## src/rtl/conv3x3_channel_engine.sv

```systemverilog
// 3x3 window x NUM_OC kernel MAC pipeline with shift/saturate requantisation.
// Optional CONV_RELU_EN clamps negative shifted sums to zero.
module conv3x3_channel_engine #(
   parameter int NUM_OC = 8,
   parameter int SHIFT  = 6
) (
   input  logic              clk,
   input  logic              rst_n,
   input  logic              in_valid,
   output logic              in_ready,
   input  logic signed [7:0] p0,
   input  logic signed [7:0] p1,
   input  logic signed [7:0] p2,
   input  logic signed [7:0] p3,
   input  logic signed [7:0] p4,
   input  logic signed [7:0] p5,
   input  logic signed [7:0] p6,
   input  logic signed [7:0] p7,
   input  logic signed [7:0] p8,
   output logic        [3:0] kern_addr,
   input  logic signed [7:0] k0,
   input  logic signed [7:0] k1,
   input  logic signed [7:0] k2,
   input  logic signed [7:0] k3,
   input  logic signed [7:0] k4,
   input  logic signed [7:0] k5,
   input  logic signed [7:0] k6,
   input  logic signed [7:0] k7,
   input  logic signed [7:0] k8,
   output logic              out_valid,
   input  logic              out_ready,
   output logic signed [7:0] out_data,
   output logic        [3:0] out_chan,
   output logic              out_last
);
   typedef enum logic {IDLE, RUN} state_t;
   localparam logic [3:0] LAST = 4'(NUM_OC - 1);

   state_t             state, state_nx;
   logic        [3:0]  oc, s1_oc, s2_oc;
   logic               stall, accept, issue, s1_v, s2_v;
   logic signed [7:0]  pin [9];
   logic signed [7:0]  kin [9];
   logic signed [7:0]  pw [9];
   logic signed [15:0] s1_prod [9];
   logic signed [19:0] sum, s2_sum, shd;
   logic signed [7:0]  res;

   assign pin    = '{p0, p1, p2, p3, p4, p5, p6, p7, p8};
   assign kin    = '{k0, k1, k2, k3, k4, k5, k6, k7, k8};
   assign stall  = out_valid & ~out_ready;
   assign accept = in_valid & in_ready;
   assign issue  = (state == RUN) & ~stall;

   always_ff @(posedge clk or negedge rst_n)
      if (!rst_n) state <= IDLE;
      else        state <= state_nx;

   always_comb begin
      state_nx = state;
      unique case (state)
         IDLE: if (accept) state_nx = RUN;
         RUN:  if (issue && oc == LAST && !accept) state_nx = IDLE;
      endcase
   end

   always_comb begin
      in_ready  = 1'b0;
      kern_addr = '0;
      unique case (state)
         IDLE: in_ready = 1'b1;
         RUN: begin
            in_ready  = ~stall & (oc == LAST);
            kern_addr = oc;
         end
      endcase
   end

   always_ff @(posedge clk or negedge rst_n)
      if (!rst_n)      oc <= '0;
      else if (accept) oc <= '0;
      else if (issue)  oc <= (oc == LAST) ? 4'd0 : oc + 4'd1;

   always_ff @(posedge clk or negedge rst_n)
      if (!rst_n) begin
         for (int i = 0; i < 9; i++) pw[i] <= '0;
      end else if (accept) begin
         for (int i = 0; i < 9; i++) pw[i] <= pin[i];
      end

   // Any stall freezes the whole pipeline so results never reorder.
   always_ff @(posedge clk or negedge rst_n)
      if (!rst_n) begin
         s1_v  <= 1'b0;
         s1_oc <= '0;
         for (int i = 0; i < 9; i++) s1_prod[i] <= '0;
      end else if (!stall) begin
         s1_v  <= (state == RUN);
         s1_oc <= oc;
         for (int i = 0; i < 9; i++)
            s1_prod[i] <= 16'(pw[i]) * 16'(kin[i]);
      end

   always_comb begin
      sum = '0;
      for (int i = 0; i < 9; i++) sum = sum + 20'(s1_prod[i]);
   end

   always_ff @(posedge clk or negedge rst_n)
      if (!rst_n) begin
         s2_v   <= 1'b0;
         s2_oc  <= '0;
         s2_sum <= '0;
      end else if (!stall) begin
         s2_v   <= s1_v;
         s2_oc  <= s1_oc;
         s2_sum <= sum;
      end

   always_comb begin
      shd = s2_sum >>> SHIFT;
`ifdef CONV_RELU_EN
      if (shd < 0) shd = '0;
`endif
      if (shd > 20'sd127)       res = 8'sd127;
      else if (shd < -20'sd128) res = -8'sd128;
      else                      res = shd[7:0];
   end

   always_ff @(posedge clk or negedge rst_n)
      if (!rst_n) begin
         out_valid <= 1'b0;
         out_data  <= '0;
         out_chan  <= '0;
         out_last  <= 1'b0;
      end else if (!stall) begin
         out_valid <= s2_v;
         out_data  <= res;
         out_chan  <= s2_oc;
         out_last  <= (s2_oc == LAST);
      end
endmodule

```

## config.mk

```make
export PLATFORM = sky130hd
export DESIGN_NAME = conv3x3_channel_engine
export DESIGN_NICKNAME = d
export VERILOG_FILES = /design/src/rtl/conv3x3_channel_engine.sv
export SDC_FILE = /design/constraint.sdc
export NUM_CORES = 2
export LEC_CHECK = 0
export ABC_CLOCK_PERIOD_IN_PS = 4500
export BUFFER_PORTS_ARGS = -buffer_cell sky130_fd_sc_hd__buf_2
export CAP_MARGIN = 10
export CORE_AREA = 2 2 422 215
export DETAILED_ROUTE_END_ITERATION = 12
export DIE_AREA = 0 0 424 217
export PLACE_DENSITY = 0.66
export SLEW_MARGIN = 0
export SYNTH_ARGS = -nofsm -noshare
export SYNTH_HDL_FRONTEND = slang
export SYNTH_SLANG_ARGS = --single-unit
```

## constraint.sdc

```tcl
create_clock -name clk -period 4.5 [get_ports clk]
set_input_delay 0.675 -clock clk [delete_from_list [all_inputs] [get_ports clk]]
set_output_delay 0.675 -clock clk [all_outputs]
set_load 0.05 [all_outputs]
```

==> impl_table.tex <==
\begin{tabular}{lr}
\hline
Metric & Value \\
\hline
\multicolumn{2}{l}{\textbf{Layout}} \\
Fraction of layout instances using a drive strength above 1 & 0.222 \\
Post-layout nets & 5311 \\
Most used cells in the layout excluding fill and tap cells & sky130\_fd\_sc\_hd\_\_inv\_1, sky130\_fd\_sc\_hd\_\_fa\_1, sky130\_fd\_sc\_hd\_\_buf\_4, sky130\_fd\_sc\_hd\_\_and2\_1, sky130\_fd\_sc\_hd\_\_nand2\_1 \\
Post-route insts no fill & 5500 \\
Most common cell after layout, fill and taps aside & sky130\_fd\_sc\_hd\_\_inv\_1 \\
Area added between synthesis and finish & 22.6\% \\
\multicolumn{2}{l}{\textbf{CTS}} \\
Number of CTS-inserted buffers & 31 \\
Insertion delay of the later-clocked pin in the worst-skew pair & between 0.6 and 0.7 ns \\
CTS tree & done \\
CTS Root Buffer Type & sky130\_fd\_sc\_hd\_\_clkbuf\_16 \\
Clk slew on worst S/H paths & around 0.080 ns \\
CTS sink count & $\sim$260 \\
Maximum root-to-sink buffer count & 3 \\
Number of H-tree levels & 1 \\
\multicolumn{2}{l}{\textbf{Floorplanning}} \\
Die outline width & 424 um \\
Placement Rows & about 80 \\
Vertical extent of the die & approximately 220 um \\
Initial standard-cell utilization of the core & 0.394 \\
Die area & about 90000 sq um \\
Number of top-level design ports & about 170 \\
Core region area & approximately 89000 sq um \\
\multicolumn{2}{l}{\textbf{Synth}} \\
Ys async rst share & 1.00 \\
Post-synthesis instance total & about 3600 \\
Top area cells in the synthesized netlist & sky130\_fd\_sc\_hd\_\_fa\_1, sky130\_fd\_sc\_hd\_\_dfrtp\_1, sky130\_fd\_sc\_hd\_\_ha\_1, sky130\_fd\_sc\_hd\_\_inv\_1, sky130\_fd\_sc\_hd\_\_and2\_1 \\
Share of the synthesized area in the top cell type & 0.348 \\
Library cells used by synthesis & 66 \\
Yosys top cell by area & sky130\_fd\_sc\_hd\_\_fa\_1 \\
Post-synthesis average cell area & 9.66 sq um \\
Register area share after synthesis & 0.185 \\
Number of enable-type register cells in the synthesized netlist & 0 \\
Most used flip-flop cell after synthesis & sky130\_fd\_sc\_hd\_\_dfrtp\_1 \\
Synthesized netlist net count & $\sim$4700 \\
Synth warnings & 0 \\
Area of the mapped netlist & roughly 35000 sq um \\
Synthesis-stage register bit count & 259 \\
\multicolumn{2}{l}{\textbf{Route}} \\
Antenna-violating nets left & 0 \\
Post-detailed-route wirelength per cell & $\sim$17 um \\
Wire length after detailed routing & 91300 um \\
Number of design-rule violations left by the first detailed-router iteration & between 1500 and 2000 \\
Via count of the routed design & 25931 \\
Drc violations & 0 \\
Via count normalized by instance count & between 4 and 5 \\
Detailed-routing iteration count for the pre-antenna-repair pass & 6 \\
\multicolumn{2}{l}{\textbf{Global routing}} \\
Met1 usage in global routing & 0.348 \\
Number of antenna violations at the first check in global routing & 0 \\
Routing usage on met3 & 0.0424 \\
Residual overflow from global routing & 0 \\
Number of global-route vias before repair & 27032 \\
Largest net degree at the start of global routing & 200 \\
Overall global routing resource usage & 0.206 \\
First-pass GRT wire length & approximately 150000 um \\
Busiest grt layer & met1 \\
Met2 Use GR & 0.266 \\
\multicolumn{2}{l}{\textbf{Critical path}} \\
Arr. time, crit path & a little under 5 ns \\
Cell repeated most along the worst path & sky130\_fd\_sc\_hd\_\_fa\_1 \\
Worst-path cell with the longest stage delay & sky130\_fd\_sc\_hd\_\_fa\_2 \\
Critical path launch point type & flip-flop \\
Cell family with the largest share of critical-path delay & adder cells \\
Sequence of cells on the critical path & fa\_2 > fa\_1 > fa\_1 > inv\_2 > fa\_1 > inv\_2 > ha\_4 > and3\_4 > a22o\_1 > o2bb2ai\_2 > or3\_4 > a31o\_1 > xnor2\_1 > o21ai\_1 \\
Setup slack of the most critical reg-to-reg path & -0.02 ns \\
Endpoint class of the critical path & flip-flop \\
Count of buffer and inverter cells on the critical path & 2 \\
Worst flop-to-flop path startpoint & s1\_prod[107] \\
Biggest fanout along the worst timing path & 3 \\
Endpoint of the worst-slack reg-to-reg timing path & s2\_sum[17] \\
Peak per-stage delay on the critical path & roughly 0.65 ns \\
Worst Path Class, Setup & flip-flop to flip-flop \\
Worst EP required & between 4 and 5 ns \\
R2R cell count & 14 \\
\multicolumn{2}{l}{\textbf{Run status}} \\
Failing checks & setup timing \\
Status & finished with violations \\
\multicolumn{2}{l}{\textbf{Hold path}} \\
End point of the most critical hold path & pw[39] \\
Tightest Hold Check Type & input pin to flip-flop \\
Source of the worst hold timing path & p4[7] \\
Hold depth & 2 \\
\multicolumn{2}{l}{\textbf{STA}} \\
Fin. max-slew vios & 0 \\
Minimum clock period & $\sim$4.5 ns \\
Slew margin rel. & 0.257 \\
Ratio of final minimum period to clock period & 1.00 \\
Endpoints failing hold & 0 \\
Least setup slack across all paths after layout & -0.0198 ns \\
Post-Route Setup TNS & -0.0198 ns \\
Maximum frequency from static timing analysis & between 200 and 250 MHz \\
Setup violators final & 1 \\
Clock Skews & 0.0251 ns \\
Setup repair after global routing missed its margin & yes \\
Transition time at the pin with the least slew margin & approximately 1.1 ns \\
\multicolumn{2}{l}{\textbf{Job}} \\
\# Max-Cap Violations & 0 \\
\multicolumn{2}{l}{\textbf{Place}} \\
Detailed placer's ending HPWL & about 76000 um \\
Port buffer count & 166 \\
Placed cell count & about 5400 \\
Final weighted congestion in routability-driven placement & around 0.90 \\
\hline
\end{tabular}
## worst max path at each step
stage,start,cells past startpoint,to,slack [ns]
after floorplan,k1[2],15,s1_prod[127],0.01
after global placement,k7[1],17,s1_prod[31],-0.48
after detailed placement,k0[1],17,s1_prod[143],-0.54
after CTS,s1_prod[26],16,s2_sum[17],-0.004
after global routing,s1_prod[107],14,s2_sum[17],-0.17
final,s1_prod[107],14,s2_sum[17],-0.02
## per-stage QoR
| step | hold WS, ns | setup slack, ns | area [sq um] | util |
|---|---|---|---|---|
| after global routing | 0.233 | -0.173 | 43000 | 0.483 |
| after CTS | 0.207 | -0.00370 | 41900 | 0.471 |
| after global placement | 0.439 | -0.476 | 40700 | 0.457 |
| final | 0.251 | -0.0198 | 43000 | 0.483 |
| after detailed placement | 0.454 | -0.538 | 40700 | 0.457 |
| after floorplan | 0.379 | 0.0121 | 35100 | - |
## layer usage
| layer | part of all wire | wire [um] |
|---|---|---|
| met1 | 0.54 | 49700 |
| met2 | 0.37 | 34200 |
| met3 | 0.068 | 6240 |
| met4 | 0.013 | 1180 |
| met5 | 0 | 0 |
## cells by family (layout without fill, tap and decap cells)
family                   after synthesis  after routing  share of synthesized area
AO/OA/AOI/OAI                        380            380                     0.0709
adder cells (fa/ha/maj)              888            888                      0.447
flip-flops                           259            259                      0.185
AND/OR/NAND/NOR                     1028           1028                      0.146
XOR/XNOR                             131            131                     0.0327
buffers and inverters                871           1539                     0.0943
multiplexers                          74             74                     0.0238
other                                  0              1                          0
## sequential cells by signal (all words and copies together) (netlist names), 4 cells and up
name and flops:
out_data 8, pw 72, oc 4, s1_prod 144, s1_oc 4, s2_sum 14, out_chan 4, s2_oc 4
## cell type report
cell class | count | area (sq um)
fillers | 8358 | 46000
multi-input cells | 2501 | 26200
flip-flops and latches | 259 | 6540
repair buffers | 662 | 4650
inverters | 820 | 3080
well taps | 1200 | 1500
clock buffers | 36 | 815
clock inverters | 21 | 229
diodes | 1 | 2.50
## what timing repair did
item | 4_1_cts | 5_1_grt
hold buffers | 1 | 0
gates resized for setup | 37 | 199
endpoints found under the setup margin | 16 | 44
endpoints found under the hold margin | 39 | 0
pin swaps | 17 | 128
setup buffers | 5 | 35
## Yosys cell counts (4+ instances only)
cell                          n
sky130_fd_sc_hd__a21oi_1     78
sky130_fd_sc_hd__nor2b_1     10
sky130_fd_sc_hd__a21o_1      18
sky130_fd_sc_hd__o21a_1      49
sky130_fd_sc_hd__nand3_1     17
sky130_fd_sc_hd__o21ai_0     81
sky130_fd_sc_hd__buf_2        9
sky130_fd_sc_hd__or3_1       10
sky130_fd_sc_hd__ha_1       279
sky130_fd_sc_hd__clkbuf_1    36
sky130_fd_sc_hd__o21ai_1     41
sky130_fd_sc_hd__dfrtp_1    259
sky130_fd_sc_hd__o211a_1      9
sky130_fd_sc_hd__or2_2        8
sky130_fd_sc_hd__nand2b_1    50
sky130_fd_sc_hd__nor3_1      26
sky130_fd_sc_hd__inv_1      817
sky130_fd_sc_hd__o31ai_1     30
sky130_fd_sc_hd__a2111oi_2    4
sky130_fd_sc_hd__nor2_1     147
sky130_fd_sc_hd__a211oi_1    27
sky130_fd_sc_hd__and2_1     375
sky130_fd_sc_hd__xnor2_1    105
sky130_fd_sc_hd__and3_1       7
sky130_fd_sc_hd__nand2_1    363
sky130_fd_sc_hd__mux2_1      73
sky130_fd_sc_hd__fa_1       609
sky130_fd_sc_hd__xor2_1      26
sky130_fd_sc_hd__o22ai_1      5
Power is not shown: default switching activity piles up to over one toggle a cycle in this logic, so the estimate is an artifact.
